**src/rtl/fc_weight_loader_pkg.sv**
```systemverilog
// Shared constants, types and state encoding for the fc weight loader and its packer.
package fc_pkg;

    localparam int FC_LANES = 128;
    localparam int FC_DEPTH = 84;
    localparam int FC_PTR_W = 7;
    localparam int FC_IN_W  = 32;

    typedef logic [FC_LANES-1:0][7:0] fc_weight_vec_t;

    typedef enum logic [2:0] {
        IDLE,
        FILL,
        WRITE,
        LOADED,
        READ,
        DRAIN
    } ld_state_t;

    // Number of stream beats that make up one full row of byte lanes.
    function automatic int fc_beats(input int lanes, input int in_w);
        return (lanes * 8) / in_w;
    endfunction

endpackage

```
**src/rtl/fc_weight_loader_row_packer.sv**
```systemverilog
// Row assembly register: merges one stream beat at a time into the LANES-byte row.
module fc_row_packer
    import fc_pkg::*;
#(
    parameter int LANES  = FC_LANES,
    parameter int IN_W   = FC_IN_W,
    parameter int BEAT_W = 5
) (
    input  logic                   clk,
    input  logic                   rst_n,
    input  logic [IN_W-1:0]        beat_data,
    input  logic [BEAT_W-1:0]      beat_idx,
    input  logic                   beat_we,
    output logic [LANES-1:0][7:0]  row_next
);

    localparam int BPB   = IN_W / 8;
    localparam int BEATS = fc_beats(LANES, IN_W);

    logic [LANES-1:0][7:0] row_q;

    // row_next already contains the beat being accepted, so the completed row
    // can be captured on the same edge as its final beat.
    always_comb begin
        row_next = row_q;
        if (beat_we) begin
            for (int b = 0; b < BEATS; b++) begin
                if (beat_idx == BEAT_W'(b)) begin
                    for (int k = 0; k < BPB; k++) begin
                        row_next[b*BPB + k] = beat_data[8*k +: 8];
                    end
                end
            end
        end
    end

    always_ff @(posedge clk or negedge rst_n) begin
        if (!rst_n) begin
            row_q <= '0;
        end else if (beat_we) begin
            row_q <= row_next;
        end
    end

endmodule

```
**src/rtl/fc_weight_loader.sv**
```systemverilog
// Packs a byte-lane weight stream into buffer rows and sequences the skewed read pass.
module fc_weight_loader
    import fc_pkg::*;
#(
    parameter int LANES = FC_LANES,
    parameter int DEPTH = FC_DEPTH,
    parameter int PTR_W = FC_PTR_W,
    parameter int IN_W  = FC_IN_W
) (
    input  logic                          clk,
    input  logic                          rst_n,
    input  logic                          start_i,
    input  logic [PTR_W-1:0]              num_rows_i,
    input  logic [IN_W-1:0]               s_data_i,
    input  logic                          s_valid_i,
    output logic                          s_ready_o,
    input  logic                          rd_start_i,
    output logic                          wren_o,
    output logic [LANES-1:0][PTR_W-1:0]   wrptr_o,
    output logic [LANES-1:0][7:0]         weight_o,
    output logic                          rden_o,
    output logic [PTR_W-1:0]              rdptr_o,
    output logic                          load_done_o,
    output logic                          rd_done_o,
    output logic                          busy_o
);

    localparam int BEATS  = fc_beats(LANES, IN_W);
    localparam int BEAT_W = (BEATS > 1) ? $clog2(BEATS) : 1;
    localparam int DRN_W  = (LANES > 2) ? $clog2(LANES) : 1;

    localparam logic [BEAT_W-1:0] LAST_BEAT  = BEAT_W'(BEATS - 1);
    localparam logic [DRN_W-1:0]  DRAIN_LAST = DRN_W'(LANES - 2);
    localparam logic [PTR_W-1:0]  MAX_ROWS   = PTR_W'(DEPTH);

    ld_state_t              state;
    logic [PTR_W-1:0]       rows;
    logic [PTR_W-1:0]       row_cnt;
    logic [PTR_W-1:0]       rd_cnt;
    logic [BEAT_W-1:0]      beat_cnt;
    logic [DRN_W-1:0]       drain_cnt;
    logic [LANES-1:0][7:0]  row_next;
    logic                   hs;
    logic                   start_ok;
    logic [PTR_W-1:0]       rows_clamped;

    assign hs           = (state == FILL) && s_valid_i && s_ready_o;
    assign start_ok     = start_i && (num_rows_i != '0);
    assign rows_clamped = (num_rows_i > MAX_ROWS) ? MAX_ROWS : num_rows_i;

    fc_row_packer #(
        .LANES  (LANES),
        .IN_W   (IN_W),
        .BEAT_W (BEAT_W)
    ) u_packer (
        .clk       (clk),
        .rst_n     (rst_n),
        .beat_data (s_data_i),
        .beat_idx  (beat_cnt),
        .beat_we   (hs),
        .row_next  (row_next)
    );

    // wren_o and rd_done_o are single-cycle strobes; every other output is
    // driven alongside the state transition that owns it.
    always_ff @(posedge clk or negedge rst_n) begin
        if (!rst_n) begin
            state       <= IDLE;
            rows        <= '0;
            row_cnt     <= '0;
            rd_cnt      <= '0;
            beat_cnt    <= '0;
            drain_cnt   <= '0;
            s_ready_o   <= 1'b0;
            wren_o      <= 1'b0;
            wrptr_o     <= '0;
            weight_o    <= '0;
            rden_o      <= 1'b0;
            rdptr_o     <= '0;
            load_done_o <= 1'b0;
            rd_done_o   <= 1'b0;
            busy_o      <= 1'b0;
        end else begin
            wren_o    <= 1'b0;
            rd_done_o <= 1'b0;
            case (state)
                IDLE: begin
                    if (start_ok) begin
                        rows      <= rows_clamped;
                        row_cnt   <= '0;
                        beat_cnt  <= '0;
                        s_ready_o <= 1'b1;
                        busy_o    <= 1'b1;
                        state     <= FILL;
                    end
                end

                FILL: begin
                    if (hs) begin
                        if (beat_cnt == LAST_BEAT) begin
                            s_ready_o <= 1'b0;
                            wren_o    <= 1'b1;
                            wrptr_o   <= {LANES{row_cnt}};
                            weight_o  <= row_next;
                            state     <= WRITE;
                        end else begin
                            beat_cnt <= beat_cnt + BEAT_W'(1);
                        end
                    end
                end

                // row_cnt stays on the final row index so it never exceeds DEPTH-1.
                WRITE: begin
                    beat_cnt <= '0;
                    if ((row_cnt + PTR_W'(1)) == rows) begin
                        load_done_o <= 1'b1;
                        busy_o      <= 1'b0;
                        state       <= LOADED;
                    end else begin
                        row_cnt   <= row_cnt + PTR_W'(1);
                        s_ready_o <= 1'b1;
                        state     <= FILL;
                    end
                end

                LOADED: begin
                    if (start_ok) begin
                        rows        <= rows_clamped;
                        row_cnt     <= '0;
                        beat_cnt    <= '0;
                        load_done_o <= 1'b0;
                        s_ready_o   <= 1'b1;
                        busy_o      <= 1'b1;
                        state       <= FILL;
                    end else if (rd_start_i) begin
                        rd_cnt  <= '0;
                        rden_o  <= 1'b1;
                        rdptr_o <= '0;
                        busy_o  <= 1'b1;
                        state   <= READ;
                    end
                end

                READ: begin
                    if (rd_cnt == (rows - PTR_W'(1))) begin
                        rden_o    <= 1'b0;
                        drain_cnt <= '0;
                        state     <= DRAIN;
                    end else begin
                        rd_cnt  <= rd_cnt + PTR_W'(1);
                        rdptr_o <= rd_cnt + PTR_W'(1);
                    end
                end

                // The buffer delays lane n by n cycles, so the last lane's read
                // issues LANES-1 cycles after the final address.
                DRAIN: begin
                    if (drain_cnt == DRAIN_LAST) begin
                        rd_done_o <= 1'b1;
                        busy_o    <= 1'b0;
                        state     <= LOADED;
                    end else begin
                        drain_cnt <= drain_cnt + DRN_W'(1);
                    end
                end

                default: begin
                    state <= IDLE;
                end
            endcase
        end
    end

endmodule

```
**config.mk**
```make
export PLATFORM = sky130hd
export DESIGN_NAME = fc_weight_loader
export DESIGN_NICKNAME = d
export VERILOG_FILES = /design/src/rtl/fc_weight_loader_pkg.sv /design/src/rtl/fc_weight_loader_row_packer.sv /design/src/rtl/fc_weight_loader.sv
export SDC_FILE = /design/constraint.sdc
export NUM_CORES = 2
export LEC_CHECK = 0
export CORE_AREA = 2 2 781 783
export DETAILED_ROUTE_END_ITERATION = 10
export DIE_AREA = 0 0 783 785
export PLACE_DENSITY = 0.42
export SLEW_MARGIN = 5
export SYNTH_ARGS = -nofsm -noshare
export SYNTH_HDL_FRONTEND = slang
export SYNTH_SLANG_ARGS = --single-unit
```
**constraint.sdc**
```tcl
create_clock -name clk -period 2.7 [get_ports clk]
set_input_delay 0.405 -clock clk [delete_from_list [all_inputs] [get_ports clk]]
set_output_delay 0.405 -clock clk [all_outputs]
set_load 0.01 [all_outputs]
```
==> report_table.html <==
<table>
<tr><th>Metric</th><th>Value</th></tr>
<tr><th colspan="2">Logic synthesis</th></tr>
<tr><td>Most area-consuming cells after synthesis</td><td>sky130_fd_sc_hd__dfrtp_1, sky130_fd_sc_hd__mux2_2, sky130_fd_sc_hd__mux2i_1</td></tr>
<tr><td>Yosys cell types</td><td>a little over 60</td></tr>
<tr><td>Cell accounting for the most synthesized area</td><td>sky130_fd_sc_hd__dfrtp_1</td></tr>
<tr><td>Number of cells produced by synthesis</td><td>slightly above 8000</td></tr>
<tr><td>Post-synthesis share of cell area spent on and, or, nand and nor gates</td><td>5.71%</td></tr>
<tr><td>Asr flop ratio synth</td><td>100%</td></tr>
<tr><td>Netlist Area Pre-Place</td><td>roughly 94000 um2</td></tr>
<tr><td>Number of nets in the synthesized netlist</td><td>~8100</td></tr>
<tr><td>Top FF cell, synth</td><td>sky130_fd_sc_hd__dfrtp_1</td></tr>
<tr><td>XOR/XNOR share of the synthesized area</td><td>0.229%</td></tr>
<tr><td>Dominant combinational cell family by area after synthesis</td><td>multiplexers</td></tr>
<tr><td>Number of flops mapped to enable cells by yosys</td><td>0</td></tr>
<tr><td>Mean cell area of the mapped netlist</td><td>~12 um2</td></tr>
<tr><td>Proportion of synthesized chip area in sequential cells</td><td>a little under three fifths</td></tr>
<tr><td>Synth Warn #</td><td>0</td></tr>
<tr><td>Multiplexer fraction of the synthesized cell area</td><td>about 23%</td></tr>
<tr><td>Post-synth top area share</td><td>55.0%</td></tr>
<tr><td>Post-synthesis compound-gate area fraction</td><td>5.77%</td></tr>
<tr><td>Adder-Cell Fraction of Synth Area</td><td>less than 1%</td></tr>
<tr><td>Flops &amp; latches, synth</td><td>between 2000 and 2500</td></tr>
<tr><th colspan="2">STA</th></tr>
<tr><td>Worst setup skew after layout</td><td>roughly 0.076 ns</td></tr>
<tr><td>Slack of the critical path</td><td>-0.196 ns</td></tr>
<tr><td>Total count of hold-check failures in the final report</td><td>0</td></tr>
<tr><td>Max Slew Vio Count</td><td>0</td></tr>
<tr><td>Final critical-path share of the clock period</td><td>107%</td></tr>
<tr><td>F_max</td><td>345 MHz</td></tr>
<tr><td>Period minus WS final</td><td>around 2.9 ns</td></tr>
<tr><td>Unrepaired setup endpoints after global routing</td><td>yes</td></tr>
<tr><td>Measured slew at the worst slew-check pin</td><td>~1.0 ns</td></tr>
<tr><td>Number of endpoints failing setup at the final stage</td><td>54</td></tr>
<tr><td>Max-Slew Margin vs Limit</td><td>a little under a third</td></tr>
<tr><th colspan="2">Floorplan</th></tr>
<tr><td>Full die area</td><td>between 600000 and 700000 um2</td></tr>
<tr><td>Die span in y</td><td>slightly below 800 um</td></tr>
<tr><td>Ports</td><td>between 1500 and 2000</td></tr>
<tr><td>Initial standard-cell utilization of the core</td><td>between 10% and 20%</td></tr>
<tr><td>Placement row count</td><td>286</td></tr>
<tr><td>Overall die width</td><td>between 700 and 800 um</td></tr>
<tr><td>Area of the core</td><td>approximately 600000 um2</td></tr>
<tr><th colspan="2">Setup path</th></tr>
<tr><td>FF-to-FF path depth</td><td>9</td></tr>
<tr><td>Worst flop-to-flop path endpoint</td><td>weight_o[68]</td></tr>
<tr><td>Worst-path fanout max</td><td>14</td></tr>
<tr><td>Setup slack, reg-to-reg</td><td>about 0.12 ns</td></tr>
<tr><td>Required time worst endpoint</td><td>around 2.3 ns</td></tr>
<tr><td>Reg-to-reg startpoint</td><td>beat_cnt[0]</td></tr>
<tr><td>Data arrival time of the critical path</td><td>2.49 ns</td></tr>
<tr><td>Worst Setup Path Type</td><td>reg2out</td></tr>
<tr><td>Crit start category</td><td>flip-flop</td></tr>
<tr><td>Type of element capturing the critical path</td><td>primary output</td></tr>
<tr><th colspan="2">Cells and area</th></tr>
<tr><td>Filler cell count</td><td>about 65000</td></tr>
<tr><td>Synth-to-layout area growth</td><td>41.9%</td></tr>
<tr><td>Top library cells by usage in the layout, fill and taps aside</td><td>sky130_fd_sc_hd__dfrtp_1, sky130_fd_sc_hd__nand2_1, sky130_fd_sc_hd__clkdlybuf4s50_1, sky130_fd_sc_hd__o21ai_0, sky130_fd_sc_hd__mux2i_1</td></tr>
<tr><td>Post-route non-filler standard cell count</td><td>about 18000</td></tr>
<tr><td>Most common cell after layout, fill and taps aside</td><td>sky130_fd_sc_hd__dfrtp_1</td></tr>
<tr><td>Ratio of cells with drive above 1 in the final layout</td><td>a little under a quarter</td></tr>
<tr><td>Layout Nets</td><td>around 9400</td></tr>
<tr><td>Final core occ</td><td>22.0%</td></tr>
<tr><th colspan="2">Place</th></tr>
<tr><td>Final HPWL from detailed placement</td><td>between 300 and 400 mm</td></tr>
<tr><td>Count of port buffers added during placement</td><td>approximately 2000</td></tr>
<tr><td>Count of placed standard cells including taps</td><td>~17000</td></tr>
<tr><td>Gp weighted congestion</td><td>between 0.7 and 0.8</td></tr>
<tr><th colspan="2">Clock tree</th></tr>
<tr><td>Maximum level of the CTS H-tree</td><td>5</td></tr>
<tr><td>Clock Pin Slew Worst Setup and Hold Paths</td><td>around 0.060 ns</td></tr>
<tr><td>TritonCTS clock tree</td><td>yes</td></tr>
<tr><td>CTS Buf Count</td><td>268</td></tr>
<tr><td>Clock insertion delay at the later pin of the skew report</td><td>around 0.95 ns</td></tr>
<tr><td>Number of buffers on the longest clock path</td><td>4</td></tr>
<tr><td>Total number of clock tree sinks</td><td>about 2100</td></tr>
<tr><td>Root buffer cell</td><td>sky130_fd_sc_hd__clkbuf_16</td></tr>
<tr><th colspan="2">Pwr</th></tr>
<tr><td>Peak supply drop</td><td>just over 0.5 mV</td></tr>
<tr><td>Pwr dens</td><td>about 630 nW/um2</td></tr>
<tr><td>Leakage power figure</td><td>70.5 nW</td></tr>
<tr><td>Post-route total power</td><td>approximately 0.084 W</td></tr>
<tr><th colspan="2">Route</th></tr>
<tr><td>Final routed wirelength across all metal layers</td><td>between 400 and 500 mm</td></tr>
<tr><td>Post-detailed-route via-to-cell ratio</td><td>3.63</td></tr>
<tr><td>Antenna-violating nets left</td><td>0</td></tr>
<tr><td>Pre-antenna DRT Iters</td><td>8</td></tr>
<tr><td>Total DRC errors in the routed layout</td><td>0</td></tr>
<tr><td>First DRT Iteration DRCs</td><td>about 3500</td></tr>
<tr><td>Average wire per cell in the routed design</td><td>between 20 and 25 um</td></tr>
<tr><td>Via total after detailed routing</td><td>about 64000</td></tr>
<tr><th colspan="2">GRT</th></tr>
<tr><td>Via count of the first global-routing pass</td><td>63900</td></tr>
<tr><td>GRT Util Overall</td><td>between 10% and 20%</td></tr>
<tr><td>Number of antenna violations at the first check in global routing</td><td>just under 60</td></tr>
<tr><td>First-pass GRT wire length</td><td>570 mm</td></tr>
<tr><td>Maximum number of pins on one net before global-route repair</td><td>about 120</td></tr>
<tr><td>Overflow left after global routing</td><td>0</td></tr>
<tr><th colspan="2">Job</th></tr>
<tr><td>Max-cap violations</td><td>0</td></tr>
<tr><th colspan="2">Worst hold path</th></tr>
<tr><td>Class of the worst hold path</td><td>in2async</td></tr>
<tr><th colspan="2">Run status</th></tr>
<tr><td>Status</td><td>finished with violations</td></tr>
<tr><td>Violations in the final reports</td><td>negative setup slack</td></tr>
</table>
==> routing by layer <==
metal / wire, um / GRT usage, % / vias up
met5: 0 / 0 / -
met4: 14300 / 3.98 / 0
met3: 17700 / 1.85 / 439
met2: 218000 / 23.6 / 1613
met1: 183000 / 16.6 / 33000
li1: - / - / 29000
==> flip-flops by register name, indices dropped and copies added, names as in the netlist <==
name	flops
rd_cnt	7
row_cnt	7
wrptr_o	7
load_done_o	1
beat_cnt	5
s_ready_o	1
weight_o	1024
busy_o	1
rows	7
rden_o	1
rd_done_o	1
state	3
drain_cnt	7
u_packer.row_q	992
wren_o	1
==> critical path: stages, from the launching register on <==
cell                              delay, ns
sky130_fd_sc_hd__dfrtp_4               0.51
sky130_fd_sc_hd__buf_16                0.18
sky130_fd_sc_hd__buf_16                0.26
sky130_fd_sc_hd__clkdlybuf4s50_1       0.49
==> stage by stage <==
stage / cell area, um2 / hold WS, ns / TNS [ns] / setup slack (ns)
after floorplan: 93900 / 0.109 / 0 / 0.305
after global placement: 120000 / 0.371 / -315.23 / -0.438
after detailed placement: 120000 / 0.368 / -301.31 / -0.422
after CTS: 131000 / 0.000482 / -196.32 / -0.378
after global routing: 133000 / 0.0587 / -19.78 / -0.292
final: 133000 / 0.0936 / -3.47 / -0.196
==> power breakdown <==
part	switching, W	internal (W)	total (W)
Combinational	0.00646	0.00547	0.0119
Sequential	0.00173	0.0341	0.0358
Clock	0.0152	0.0213	0.0365
Total	0.0234	0.0608	0.0842
==> layout make-up <==
| type | count | area, um2 | area share [%] |
|---|---|---|---|
| clock buffer | 384 | 7760 | 5.83 |
| antenna | 34 | 85.1 | 0.0638 |
| tap | 8064 | 10100 | 7.57 |
| sequential | 2065 | 51700 | 38.8 |
| timing repair buffer | 2628 | 29900 | 22.5 |
| multi-input combinational | 4386 | 32600 | 24.4 |
| clock inverter | 83 | 1080 | 0.813 |
| inverter | 14 | 52.6 | 0.0394 |
==> repair_timing <==
action,CTS,global route
hold buffers,13,0
pin swaps,0,1
endpoints found under the setup margin,1090,1276
endpoints found under the hold margin,456,0
gates cloned,28,13
buffers inserted,55,32
resized for setup,762,770
==> cells by family after synthesis <==
family                     count (synthesis)
DFF                                     2065
muxes                                   1990
buffers and inverters                   1597
and+or+nand+nor                         1303
AOI/OAI and AO/OA                       1059
xor gates and xnor gates                  23
adders and majority gates                 11
==> cells in the mapped netlist (12+ instances only) <==
| master | instances |
|---|---|
| sky130_fd_sc_hd__nand4_1 | 12 |
| sky130_fd_sc_hd__nand2_1 | 1138 |
| sky130_fd_sc_hd__nor2_1 | 29 |
| sky130_fd_sc_hd__and2_1 | 12 |
| sky130_fd_sc_hd__mux2i_1 | 995 |
| sky130_fd_sc_hd__mux2_2 | 927 |
| sky130_fd_sc_hd__clkbuf_1 | 383 |
| sky130_fd_sc_hd__mux2_1 | 68 |
| sky130_fd_sc_hd__buf_1 | 23 |
| sky130_fd_sc_hd__xor2_1 | 13 |
| sky130_fd_sc_hd__inv_1 | 13 |
| sky130_fd_sc_hd__dfrtp_1 | 2065 |
| sky130_fd_sc_hd__a21oi_1 | 13 |
| sky130_fd_sc_hd__o21ai_0 | 1012 |
| sky130_fd_sc_hd__buf_4 | 978 |
| sky130_fd_sc_hd__buf_2 | 195 |
| sky130_fd_sc_hd__nor2_2 | 17 |
| sky130_fd_sc_hd__nand3_1 | 15 |
==> worst max path at each step <==
| stage | from | endpoint | slack, ns | cells after the start |
|---|---|---|---|---|
| finish | wrptr_o[892] | wrptr_o[66] | -0.20 | 3 |
| global placement | beat_cnt[1] | weight_o[230] | -0.44 | 9 |
| floorplan | rows[0] | rd_cnt[6] | 0.30 | 9 |
| detailed placement | beat_cnt[1] | weight_o[230] | -0.42 | 9 |
| global route | wrptr_o[892] | wrptr_o[66] | -0.29 | 3 |
| CTS | wrptr_o[892] | wrptr_o[430] | -0.38 | 3 |
Note: power is estimated with default switching activity, not from simulation.
